[config.mk]
export PLATFORM = sky130hd
export DESIGN_NAME = data_expander
export DESIGN_NICKNAME = d
export VERILOG_FILES = /design/src/rtl/data_expander.sv
export SDC_FILE = /design/constraint.sdc
export NUM_CORES = 1
export LEC_CHECK = 0
export CAP_MARGIN = 10
export CORE_AREA = 8 8 221 223
export CTS_CLUSTER_DIAMETER = 30
export DETAILED_ROUTE_END_ITERATION = 8
export DIE_AREA = 0 0 229 231
export DONT_BUFFER_PORTS = 1
export HOLD_SLACK_MARGIN = 0.06
export PLACE_DENSITY = 0.66
export SYNTH_ARGS = -nofsm -noshare
export SYNTH_HDL_FRONTEND = slang
export SYNTH_SLANG_ARGS = --single-unit
[constraint.sdc]
create_clock -name clk -period 18.65 [get_ports clk]
set_input_delay 2.7975 -clock clk [delete_from_list [all_inputs] [get_ports clk]]
set_output_delay 2.7975 -clock clk [all_outputs]
set_load 0.005 [all_outputs]
[src/rtl/data_expander.sv]
// data_expander: collects BEATS bus beats into an assembly buffer, slices
// the packed stream into DATA_COUNT elements of ELEM_WIDTH bits, widens
// each to OUT_WIDTH (zero or sign extension), and presents the group in an
// output register.
//
// Handshake: a transfer happens on a rising edge where valid && ready are
// both high. The producer holds valid/data stable until the transfer. The
// consumer may change ready at any time. out_data/out_valid stay stable
// while out_valid && !out_ready.
module data_expander #(
    parameter int BUS_WIDTH  = 64,
    parameter int ELEM_WIDTH = 39,
    parameter int OUT_WIDTH  = 64,
    parameter int DATA_COUNT = 8,
    parameter int SIGN_EXT   = 0
) (
    input  logic                            clk,
    input  logic                            rst,
    input  logic                            in_valid,
    output logic                            in_ready,
    input  logic [BUS_WIDTH-1:0]            in_data,
    input  logic                            in_last,
    output logic                            out_valid,
    input  logic                            out_ready,
    output logic [DATA_COUNT*OUT_WIDTH-1:0] out_data,
    output logic                            err_last
);

    localparam int PACKED_W = DATA_COUNT * ELEM_WIDTH;
    localparam int BEATS    = (PACKED_W + BUS_WIDTH - 1) / BUS_WIDTH;
    localparam int FULL_W   = BEATS * BUS_WIDTH;
    localparam int CNT_W    = (BEATS > 1) ? $clog2(BEATS) : 1;
    localparam logic [CNT_W-1:0] LAST_BEAT = CNT_W'(BEATS - 1);

    logic [CNT_W-1:0]                beat_cnt;
    logic                            accept;
    logic                            final_beat;
    logic                            early_last;
    logic [FULL_W-1:0]               assembled;
    logic [DATA_COUNT*OUT_WIDTH-1:0] lanes;

    // The only stall: the final beat would overwrite a group nobody took yet.
    assign in_ready   = !((beat_cnt == LAST_BEAT) && out_valid && !out_ready);
    assign accept     = in_valid && in_ready;
    assign final_beat = accept && (beat_cnt == LAST_BEAT);
    assign early_last = accept && in_last && (beat_cnt != LAST_BEAT);

    // The final beat is never stored; it is merged straight from in_data so
    // the group is restored in the same cycle it completes.
    generate
        if (BEATS > 1) begin : g_buf
            logic [(BEATS-1)*BUS_WIDTH-1:0] asm_buf;

            // Store each non-final beat in its slot of the assembly buffer.
            always_ff @(posedge clk) begin
                if (accept) begin
                    for (int k = 0; k < BEATS - 1; k++) begin
                        if (beat_cnt == CNT_W'(k)) begin
                            asm_buf[k*BUS_WIDTH +: BUS_WIDTH] <= in_data;
                        end
                    end
                end
            end

            assign assembled = {in_data, asm_buf};
        end else begin : g_nobuf
            assign assembled = in_data;
        end

        // Padding bits of the last beat carry no element data.
        if (FULL_W > PACKED_W) begin : g_tail
            logic unused_tail;
            assign unused_tail = ^assembled[FULL_W-1:PACKED_W];
        end

        // Widen every element into its output lane.
        for (genvar i = 0; i < DATA_COUNT; i++) begin : g_lane
            logic [ELEM_WIDTH-1:0] elem;
            assign elem = assembled[i*ELEM_WIDTH +: ELEM_WIDTH];
            if (OUT_WIDTH == ELEM_WIDTH) begin : g_copy
                assign lanes[i*OUT_WIDTH +: OUT_WIDTH] = elem;
            end else begin : g_ext
                logic fill;
                assign fill = (SIGN_EXT != 0) && elem[ELEM_WIDTH-1];
                assign lanes[i*OUT_WIDTH +: OUT_WIDTH] =
                    {{(OUT_WIDTH-ELEM_WIDTH){fill}}, elem};
            end
        end
    endgenerate

    // Beat counter: wraps on the final beat; an early in_last drops the partial group.
    always_ff @(posedge clk or posedge rst) begin
        if (rst) begin
            beat_cnt <= '0;
        end else if (accept) begin
            if (beat_cnt == LAST_BEAT || in_last) begin
                beat_cnt <= '0;
            end else begin
                beat_cnt <= beat_cnt + CNT_W'(1);
            end
        end
    end

    // Output register: load on final beat (even while the old group drains), clear on consume.
    always_ff @(posedge clk or posedge rst) begin
        if (rst) begin
            out_valid <= 1'b0;
            out_data  <= '0;
            err_last  <= 1'b0;
        end else begin
            err_last <= early_last;
            if (final_beat) begin
                out_data  <= lanes;
                out_valid <= 1'b1;
            end else if (out_ready) begin
                out_valid <= 1'b0;
            end
        end
    end

endmodule

# Word-level counts from Yosys, hierarchy flattened
# Index checks and enable logic that the tools add are counted.
[classes] addsub=1 reduce_logical=15 eq_ne=5 mux=3
[op_table] operator="AND reduction 2 bit" n=4
[op_table] operator="equality test 3 x 2 -> 1 bit (second input constant)" n=2
[op_table] operator="logical AND 1 bit" n=6
[op_table] operator="adder 3 x 1 -> 3 bit (second input constant)" n=1
[op_table] operator="equality test 3 x 1 -> 1 bit (second input constant)" n=1
[op_table] operator="equality test 3 bit (second input constant)" n=1
[op_table] operator="zero test 3 bit" n=1
[op_table] operator="two-way mux 3 bit" n=1
[op_table] operator="inequality test 3 bit (second input constant)" n=1
[op_table] operator="zero test 1 bit" n=2
[op_table] operator="two-way mux 1 bit" n=2
[op_table] operator="nonzero test 2 bit" n=1
[op_table] operator="logical OR 1 bit" n=1
[totals] out_inout_bits=515 inputBits=69 ff_bits=573 wordCells=32

# Logic depth before layout (Yosys ltp)
[logic_depth] ltp_word=7 ltp_mapped=6 ltp_nobuf=5

# Least setup slack after synthesis
# No wires, ideal clock.
[synth_path] path_kind="input-to-output" start="input out_ready" end="output in_ready" cell_stages=1 t_required_ps=15852 setup_slack_ps=12859 arrival_ps=2993 path_buffers=0 cell_sequence="nand4b_1"
[synth_between] elab_chain_cells=3
[synth_rtl] item="start, declared" line="24" text="input logic out_ready,"
[synth_rtl] item="zero test 1 bit" line="43" text="assign in_ready = !((beat_cnt == LAST_BEAT) && out_valid && !out_ready);"
[synth_rtl] item="logical AND 1 bit" line="43"
[synth_rtl] item="zero test 1 bit" line="43"
[synth_rtl] item="end, declared" line="20" text="output logic in_ready,"
# Every way passes these cells.

# Final worst setup path
# Ends and elaborated chain as after synthesis.

==> metrics.csv <==
metric,value,unit
Overall Global Routing Usage,0.163,
antenna cells,0,
largest net degree at the start of global routing,186,
1st-iter DRT viols,369,
worst path bufs/invs,0,
WL final,45000,um
Clock Skew,0.0264,ns
"Setup violations, final",0,
minimum clock period,5.94,ns
PD cells,180,nW/um2
total clock sinks,573,
Max Cap Viol,0,
Post-DRT Antenna Nets,0,
Syn-to-layout area delta,16.5,%
commonest register cell after synthesis,dfrtp_1,
antenna violations before repair,0,
mapped cell area,21100,um2
Cells after DPL,1721,
DR vias/cell,4.82,
hold slack,0.453,ns
worst-case clock buffer depth,3,
Worst Hold Path Cells,1,
drt first pass iters,4,
vias in the first global route,10127,
post_cts resized,0,
share of layout cells above drive strength 1,0.367,
top cell type's share of synthesized area,0.376,
critical-path maximum fanout,3,
yosys warns,0,
Final Hold Viols,0,
Netlist cell types,22,
CP endpoint kind,output pin,
"count leader, synth",dfrtp_1,
clk slew on worst S/H paths,0.05,ns
Commonest cells post-synth,"dfrtp_1 (317), mux2_2 (291), edfxtp_1 (256)",
sequence of cells on the critical path,nand4b_1,
Filler cells,3412,
wire length per cell,23.4,um
critical path type,in2out,
Buffers on Ports,0,
core area,45100,um2
Worst-Skew Late Latency,0.63,ns
die height,231,um
Mean Syn Cell Area,18.4,um2
Slew HR,0.0701,
number of stages on the worst setup path,1,
Initial Utilization,0.468,
die span in x,229,um
Mapped Cells,1147,
CTS root buf,clkbuf_16,
"Data required, critical path",15.85,ns
status,finished clean,
Ports,584,
TritonCTS buffer count,105,
Worst Tran Pin Value,1.39,ns
worst vdd ir,0.133,mV
Async SR Flop Fraction,0.553,
drt drc,0,
Critical Path Max Stage Delay,0.34,ns
fin cells,1920,
# nets final,1302,
register area share after synthesis,0.740,
post-detail-place hpwl,28500,um
H-tree depth,3,
Top delay family on crit path,simple AND/OR/NAND/NOR gates,
# Post-CTS Setup Buffers,0,
CP max stage cell,nand4b_1,
CTS tree,done,
worst hold path class,reg2reg,
reg2reg path depth,5,
period utilization,0.318,
number of synthesized flops with an enable pin,256,
cell accounting for the most synthesized area,dfrtp_1,
flop and latch count out of synthesis,573,
final slew viol count,0,
grt ovf,0,
Routability Congestion,0.708,
first-pass GRT wire length,66300,um
via count,9253,
unrepaired setup endpoints after global routing,false,
setup_tns,0,ns
Max Fclk,168,MHz
Synth area leaders,"dfrtp_1 (38%), edfxtp_1 (36%), mux2_2 (16%)",
CTS hold repair buffers,0,
Worst setup SP type,input port,
leak pwr,10.0,nW
WP data arrival,3.14,ns
die area,52900,um2
Core Rows,78,
==> final cells by class <==
class,instances,area [um2],share of cell area
inverter,4,22.5,0.000916
sequential,573,15600,0.635
clock inverter,72,851,0.0346
tap,600,751,0.0305
timing repair buffer,9,80.1,0.00326
clock buffer,127,2800,0.114
multi-input combinational,535,4480,0.182
==> metrics by stage <==
stage / setup WS, ns / util / instance area [um2] / total power (W)
2_1_floorplan: 7.08 / - / 21900 / 0.00236
3_3_place_gp: 12.69 / 0.465 / 20900 / 0.00253
3_5_place_dp: 12.69 / 0.465 / 20900 / 0.00257
4_1_cts: 12.69 / 0.546 / 24600 / 0.00448
5_1_grt: 12.68 / 0.546 / 24600 / 0.00461
6_report: 12.71 / 0.546 / 24600 / 0.00442
==> path summary, 6_finish.rpt <==
| check | from | endpoint | slack [ns] |
|---|---|---|---|
| max in group asynchronous | rst | out_data[67]$_DFFE_PP0P_ | 14.19 |
| min in group asynchronous | rst | out_data[417]$_DFFE_PP0P_ | 2.14 |
| worst min-delay path | g_buf.asm_buf[104]$_DFFE_PP_ | out_data[154]$_DFFE_PP0P_ | 0.45 |
| worst max register to register | beat_cnt[0]$_DFFE_PP0P_ | out_data[411]$_DFFE_PP0P_ | 15.33 |
| worst min register to register | g_buf.asm_buf[104]$_DFFE_PP_ | out_data[154]$_DFFE_PP0P_ | 0.45 |
| worst max-delay path | out_ready | in_ready | 12.71 |
==> logic make-up (layout without fill, tap and decap cells) <==
family / after synthesis / count (layout) / synth area share
buffers and inverters: 238 / 212 / 0.0849
DFF: 573 / 573 / 0.740
adders and majority gates: 5 / 5 / 0.00296
AOI/OAI and AO/OA: 4 / 4 / 0.00148
muxes: 312 / 312 / 0.166
other: 1 / 200 / 0.000178
and+or+nand+nor: 14 / 14 / 0.00456
==> cell usage in the layout (no fill, tap or decap), types with 3 or more instances in the layout <==
cell type,n
clkinv_4,8
and2_4,3
conb_1,200
bufinv_16,12
clkbuf_8,9
clkinvlp_4,12
clkbuf_16,105
inv_6,12
clkinv_2,15
mux2_2,291
clkbuf_1,13
buf_4,8
clkinv_1,7
inv_1,3
nand2_1,3
dfrtp_1,317
edfxtp_1,256
ha_1,5
mux2_1,21
==> registers in the layout, summed over array words and instances (netlist names) <==
name           cells
beat_cnt           3
out_valid          1
g_buf.asm_buf    256
err_last           1
out_data         312
==> where the power goes <==
group / leakage, nW / switching (W) / internal (W) / total (W)
Combinational: 2.17 / 0.000175 / 0.000278 / 0.000453
Sequential: 6.08 / 0.000365 / 0.00171 / 0.00208
Clock: 1.75 / 0.000646 / 0.00125 / 0.00189
Total: 10.0 / 0.00119 / 0.00324 / 0.00442
==> metal layers <==
| metal | GRT usage | part of all wire | wire length, um | vias up |
|---|---|---|---|---|
| met1 | 0.170 | 0.34 | 15500 | 4876 |
| met3 | 0.0894 | 0.12 | 5260 | 63 |
| met2 | 0.275 | 0.52 | 23200 | 392 |
| met4 | 0.0630 | 0.022 | 986 | 0 |
| met5 | 0 | 0 | 0 | - |
| li1 | - | - | - | 3922 |
(Power assumes the default switching activity.)
